File: src/rtl/dcache_flush_ctrl.sv
// Flush-port sequencer for the data-cache memblock: line write-back (3 cycles/word min, stalls on wb_ready)
// and line fill (1 word/cycle, paced by fill_valid); flush_mode is held high while the port is owned.
module dcache_flush_ctrl #(
  parameter int DATABITS = 32,
  parameter int ADDRBITS = 5,
  parameter int LINEBITS = 2,
  parameter int BANKNUM  = 4
) (
  input  logic                clk,
  input  logic                reset,
  input  logic                start_flush,
  input  logic                start_fill,
  input  logic [LINEBITS-1:0] line_idx,
  output logic                busy,
  output logic                done,
  output logic                flush_mode,
  output logic [ADDRBITS-1:0] flush_addr,
  output logic [DATABITS-1:0] flush_in,
  output logic                flush_we,
  output logic [BANKNUM-1:0]  flush_byteenable,
  input  logic [DATABITS-1:0] mem_rdata,
  output logic                wb_valid,
  input  logic                wb_ready,
  output logic [ADDRBITS-1:0] wb_addr,
  output logic [DATABITS-1:0] wb_data,
  output logic                wb_last,
  input  logic                fill_valid,
  input  logic [DATABITS-1:0] fill_data,
  output logic                fill_ready
);
  localparam int WORDBITS = ADDRBITS - LINEBITS;

  typedef enum logic [2:0] {
    S_IDLE,
    S_WB_RD,
    S_WB_CAP,
    S_WB_SEND,
    S_FILL,
    S_DONE
  } state_t;

  state_t              r_state;
  state_t              w_state_nxt;
  logic [WORDBITS-1:0] r_word_cnt;
  logic [WORDBITS-1:0] w_word_cnt_nxt;
  logic [LINEBITS-1:0] r_line;
  logic [LINEBITS-1:0] w_line_nxt;
  logic [DATABITS-1:0] r_wb_data;
  logic [ADDRBITS-1:0] r_wb_addr;
  logic                w_last_word;
  logic                w_cap;
  logic [ADDRBITS-1:0] w_line_addr;

  assign w_last_word = &r_word_cnt;
  assign w_line_addr = {r_line, r_word_cnt};

  always_ff @(posedge clk) begin
    if (reset) begin
      r_state    <= S_IDLE;
      r_word_cnt <= '0;
      r_line     <= '0;
    end else begin
      r_state    <= w_state_nxt;
      r_word_cnt <= w_word_cnt_nxt;
      r_line     <= w_line_nxt;
    end
  end

  // Memblock read data is valid one cycle after the address, so capture happens in WB_CAP.
  always_ff @(posedge clk) begin
    if (reset) begin
      r_wb_data <= '0;
      r_wb_addr <= '0;
    end else if (w_cap) begin
      r_wb_data <= mem_rdata;
      r_wb_addr <= w_line_addr;
    end
  end

  always_comb begin
    w_state_nxt    = r_state;
    w_word_cnt_nxt = r_word_cnt;
    w_line_nxt     = r_line;
    w_cap          = 1'b0;
    done           = 1'b0;
    flush_mode     = 1'b0;
    flush_addr     = '0;
    flush_in       = '0;
    flush_we       = 1'b0;
    wb_valid       = 1'b0;
    wb_last        = 1'b0;
    fill_ready     = 1'b0;

    case (r_state)
      S_IDLE: begin
        w_word_cnt_nxt = '0;
        // Flush has priority; a simultaneous fill request is dropped.
        if (start_flush) begin
          w_state_nxt = S_WB_RD;
          w_line_nxt  = line_idx;
        end else if (start_fill) begin
          w_state_nxt = S_FILL;
          w_line_nxt  = line_idx;
        end
      end
      S_WB_RD: begin
        flush_mode  = 1'b1;
        flush_addr  = w_line_addr;
        w_state_nxt = S_WB_CAP;
      end
      S_WB_CAP: begin
        flush_mode  = 1'b1;
        flush_addr  = w_line_addr;
        w_cap       = 1'b1;
        w_state_nxt = S_WB_SEND;
      end
      S_WB_SEND: begin
        flush_mode = 1'b1;
        flush_addr = w_line_addr;
        wb_valid   = 1'b1;
        wb_last    = w_last_word;
        if (wb_ready) begin
          w_word_cnt_nxt = r_word_cnt + 1'b1;
          w_state_nxt    = w_last_word ? S_DONE : S_WB_RD;
        end
      end
      S_FILL: begin
        flush_mode = 1'b1;
        flush_addr = w_line_addr;
        flush_in   = fill_data;
        flush_we   = fill_valid;
        fill_ready = 1'b1;
        if (fill_valid) begin
          w_word_cnt_nxt = r_word_cnt + 1'b1;
          if (w_last_word) begin
            w_state_nxt = S_DONE;
          end
        end
      end
      S_DONE: begin
        done           = 1'b1;
        w_word_cnt_nxt = '0;
        w_state_nxt    = S_IDLE;
      end
      default: begin
        w_state_nxt    = S_IDLE;
        w_word_cnt_nxt = '0;
      end
    endcase
  end

  assign busy             = (r_state != S_IDLE);
  assign flush_byteenable = {BANKNUM{flush_we}};
  assign wb_addr          = r_wb_addr;
  assign wb_data          = r_wb_data;

endmodule

File: config.mk
export PLATFORM = sky130hd
export DESIGN_NAME = dcache_flush_ctrl
export DESIGN_NICKNAME = d
export VERILOG_FILES = /design/src/rtl/dcache_flush_ctrl.sv
export SDC_FILE = /design/constraint.sdc
export NUM_CORES = 1
export LEC_CHECK = 0
export ABC_CLOCK_PERIOD_IN_PS = 2150
export CAP_MARGIN = 20
export CELL_PAD_IN_SITES_DETAIL_PLACEMENT = 1
export CELL_PAD_IN_SITES_GLOBAL_PLACEMENT = 2
export CORE_MARGIN = 2
export CORE_UTILIZATION = 18
export CTS_CLUSTER_DIAMETER = 30
export CTS_CLUSTER_SIZE = 14
export DETAILED_ROUTE_END_ITERATION = 8
export GPL_TIMING_DRIVEN = 0
export PLACE_DENSITY_LB_ADDON = 0.2
export SYNTH_ARGS = -nofsm -noshare
export SYNTH_HDL_FRONTEND = slang
export SYNTH_SLANG_ARGS = --single-unit
File: constraint.sdc
create_clock -name clk -period 2.15 [get_ports clk]
set_clock_uncertainty 0.05 [all_clocks]
set_input_delay 0.215 -clock clk [delete_from_list [all_inputs] [get_ports clk]]
set_output_delay 0.215 -clock clk [all_outputs]
set_load 0.05 [all_outputs]
==> run_results.csv <==
group,metric,value,unit
min_path,min-delay-path-class,"in2reg",
logic_synthesis,ys_ff_latch,45,
pwr,power-per-cell-area,662.5,mW/mm2
worst_setup_path,crit_slowest_cell,"sky130_fd_sc_hd__clkdlybuf4s15_2",
grt,grt_start_max_net_pins,15,
grt,grt_util_all_layers,0.1205,
layout,finalNetCount,494,
min_path,hold_path_depth,2,
logic_synthesis,postSynth.topFlopCell,"sky130_fd_sc_hd__dfxtp_1",
worst_setup_path,reg2reg_depth,5,
logic_synthesis,postSynth.asyncResetShare,0,
worst_setup_path,crit_buf_inv,2,
logic_synthesis,yosys_warning_count,0,
grt,grt_overflow,0,
placement,placement.io_buffers,155,
cts,cell_chosen_for_the_clock_root,"sky130_fd_sc_hd__clkbuf_16",
timing,rsz0062_at_grt,"false",
die,dieArea,0.01236,mm2
grt,via_count_of_the_first_global_routing_pass,2455,
logic_synthesis,avgSynthCellArea,8.079,um2
timing,fmax,0.4849,GHz
worst_setup_path,worst-path-stages,5,
cts,inserted_clock_buffers,5,
cts,cts.reportedPaths.clkPinSlew,60,ps
logic_synthesis,post_synth_inst_count,256,
run,maxCapViolCount,0,
pwr,share_comb_of_total_power,0.345,
die,core_area,0.01132,mm2
cts,cts_sinks,45,
cts,clock_latency,280,ps
grt,grt_antenna_before_repair,0,
worst_setup_path,path_class,"reg2out",
logic_synthesis,synthesis.nets,330,
route,wirelength,7.411,mm
timing,maxSlewViolCount,0,
pwr,leakage,1.531,nW
die,placementRows,39,
worst_setup_path,crit_chain,"buf_6, nor2_2, xnor2_2, and2_1, clkdlybuf4s15_2",
timing,holdWs,373.4,ps
worst_setup_path,critical_path_required,1880,ps
timing,report.final.setup_viol,0,
pwr,p_int,1.679,mW
logic_synthesis,combined_area_of_all_synthesized_cells,0.002068,mm2
pwr,share_seq_of_total_power,0.352,
placement,place.gp.congestion,0.7312,
layout,flow.area_growth_from_synthesis,86.69,%
layout,antenna-diode-count,0,
timing,final.period_utilization,0.9593,
logic_synthesis,post_synth_most_frequent_cells,"sky130_fd_sc_hd__nand2_1, sky130_fd_sc_hd__dfxtp_1, sky130_fd_sc_hd__a21oi_1, sky130_fd_sc_hd__and2_1, sky130_fd_sc_hd__buf_6",
die,vertical_extent_of_the_die,111.2,um
route,drt-vias-per-instance,4.076,
route,detail_route.wl_per_cell,13.14,um
placement,dp_hpwl,5.844,mm
logic_synthesis,synth-seq-area-share,0.4356,
die,floorplan.initialDensity,0.1827,
worst_setup_path,cp-end-kind,"output port",
route,drc_markers,0,
worst_setup_path,worst_ep_arrival_time,1800,ps
route,drtAntennaViolNets,0,
route,drt-initial-drc-count,91,
timing,transition_time_at_the_pin_with_the_least_slew_margin,558.4,ps
grt,grt_first_pass_wirelength,12.19,mm
cts,cts_htree_levels,2,
worst_setup_path,worstSetupStartpointType,"flop",
cts,max-clock-path-buffers,2,
run_status,status,"complete, no violations",
worst_setup_path,critical_path_peak_fanout,10,
layout,layout-drive-gt1-share,0.1853,
timing,hold_viol,0,
placement,placement.setup.worst_slack,-467.1,ps
route,vias,2299,
timing,slew_headroom,0.6273,
logic_synthesis,synth_top_area_share,0.4356,
pwr,fraction_of_power_spent_switching_nets,0.3436,
cts,post_cts_hold_buffer_count,0,
cts,cts_tree,"yes",
pwr,p_sw,879.1,uW
logic_synthesis,leading_cell_types_by_total_area_after_synthesis,"sky130_fd_sc_hd__dfxtp_1, sky130_fd_sc_hd__nand2_1, sky130_fd_sc_hd__and2_1",
route,detail_route.first_pass.iterations,3,
timing,final.setup.tns,0,ps
logic_synthesis,yosysMostFrequentCell,"sky130_fd_sc_hd__nand2_1",
worst_setup_path,critical-path-top-delay-family,"buffers and inverters",
die,die-width,111.2,um
timing,final.min_clock_period,2062,ps
logic_synthesis,yosysUniqueCellTypes,31,
timing,setup_ws,87.51,ps
worst_setup_path,critical_path.max_stage_delay,380,ps
logic_synthesis,synth_top_area_cell,"sky130_fd_sc_hd__dfxtp_1",
die,io_pins,157,
pwr,power.share.clock,0.303,
logic_synthesis,synth_edf_count,0,
pwr,max-vdd-ir-drop,0.0003536,V
## cell type report
cell class / instances / area, um2
plain buffers: 22 / 170.2
clock buffers: 6 / 138.9
clock inverters: 2 / 13.76
fillers: 1397 / 7460
inverters: 4 / 15.01
multi-input cells: 185 / 1001
flip-flops and latches: 45 / 900.9
well taps: 143 / 178.9
repair buffers: 157 / 1443
## flip-flops by register name (all words and copies together), names as in the netlist
signal	count
wb_data	32
r_word_cnt	3
wb_addr	5
r_state	3
r_line	2
## cell families (layout without fill, tap and decap cells)
group,after synthesis,after routing,share of synthesized area
fa+ha+maj,2,2,0.01210
xor+xnor,1,1,0.004235
flops,45,45,0.4356
simple gates,131,131,0.3176
compound gates,51,51,0.1422
buf+inv,26,191,0.08833
## power by group through the flow
stage / Combinational [mW] / Sequential, mW / Clock [mW]
after detailed placement: 0.922 / 0.920 / 0
final: 0.882 / 0.900 / 0.776
after global routing: 0.941 / 0.905 / 0.851
after global placement: 0.918 / 0.918 / 0
after CTS: 0.917 / 0.902 / 0.820
after floorplan: 0.436 / 1.03 / 0
## what timing repair did
| item | in CTS | in global routing |
|---|---|---|
| pin swaps | 1 | 0 |
| gates resized for setup | 132 | 59 |
| buffers inserted | 2 | 0 |
| endpoints found under the setup margin | 47 | 34 |
## cells in the final DEF (no fill, tap or decap), types with 7 or more instances in the layout
master                            instances
sky130_fd_sc_hd__and2_1                  39
sky130_fd_sc_hd__clkdlybuf4s18_2          7
sky130_fd_sc_hd__clkdlybuf4s15_2         10
sky130_fd_sc_hd__dfxtp_1                 45
sky130_fd_sc_hd__buf_2                   24
sky130_fd_sc_hd__a21oi_1                 40
sky130_fd_sc_hd__nand2_1                 75
sky130_fd_sc_hd__buf_6                    9
sky130_fd_sc_hd__clkbuf_2                 7
sky130_fd_sc_hd__clkdlybuf4s50_1        107
## worst paths after layout
kind,startpoint,to,slack [ps]
worst min register to register,wb_data[6],wb_data[6],400
worst max-delay path,r_state[1],flush_addr[4],90
worst min-delay path,reset,r_state[1],370
worst max register to register,r_state[1],wb_data[28],610
## worst reg2reg max path, stage by stage (launching register included)
cell and delay [ps]:
sky130_fd_sc_hd__dfxtp_1 340, sky130_fd_sc_hd__buf_6 150, sky130_fd_sc_hd__nor3b_4 510, sky130_fd_sc_hd__buf_6 230, sky130_fd_sc_hd__nand2_1 60, sky130_fd_sc_hd__a21oi_1 120
## metrics by stage
step / cells / util / instance area [um2] / total power [mW]
final: 564 / 0.3411 / 3861 / 2.558
after global routing: 564 / 0.3411 / 3861 / 2.696
after CTS: 564 / 0.3558 / 4028 / 2.638
after detailed placement: 554 / 0.3362 / 3806 / 1.843
after global placement: 554 / 0.3362 / 3806 / 1.836
after floorplan: 256 / - / 2076 / 1.465
## per-layer routing
layer,GRT usage,vias up,wire [um]
met5,0,-,0
met3,0.04702,4,722
met2,0.2012,103,3407
met4,0.02963,0,58
met1,0.1458,1038,3223
li1,-,1154,-
No activity file was read; power rests on OpenSTA's default activity.
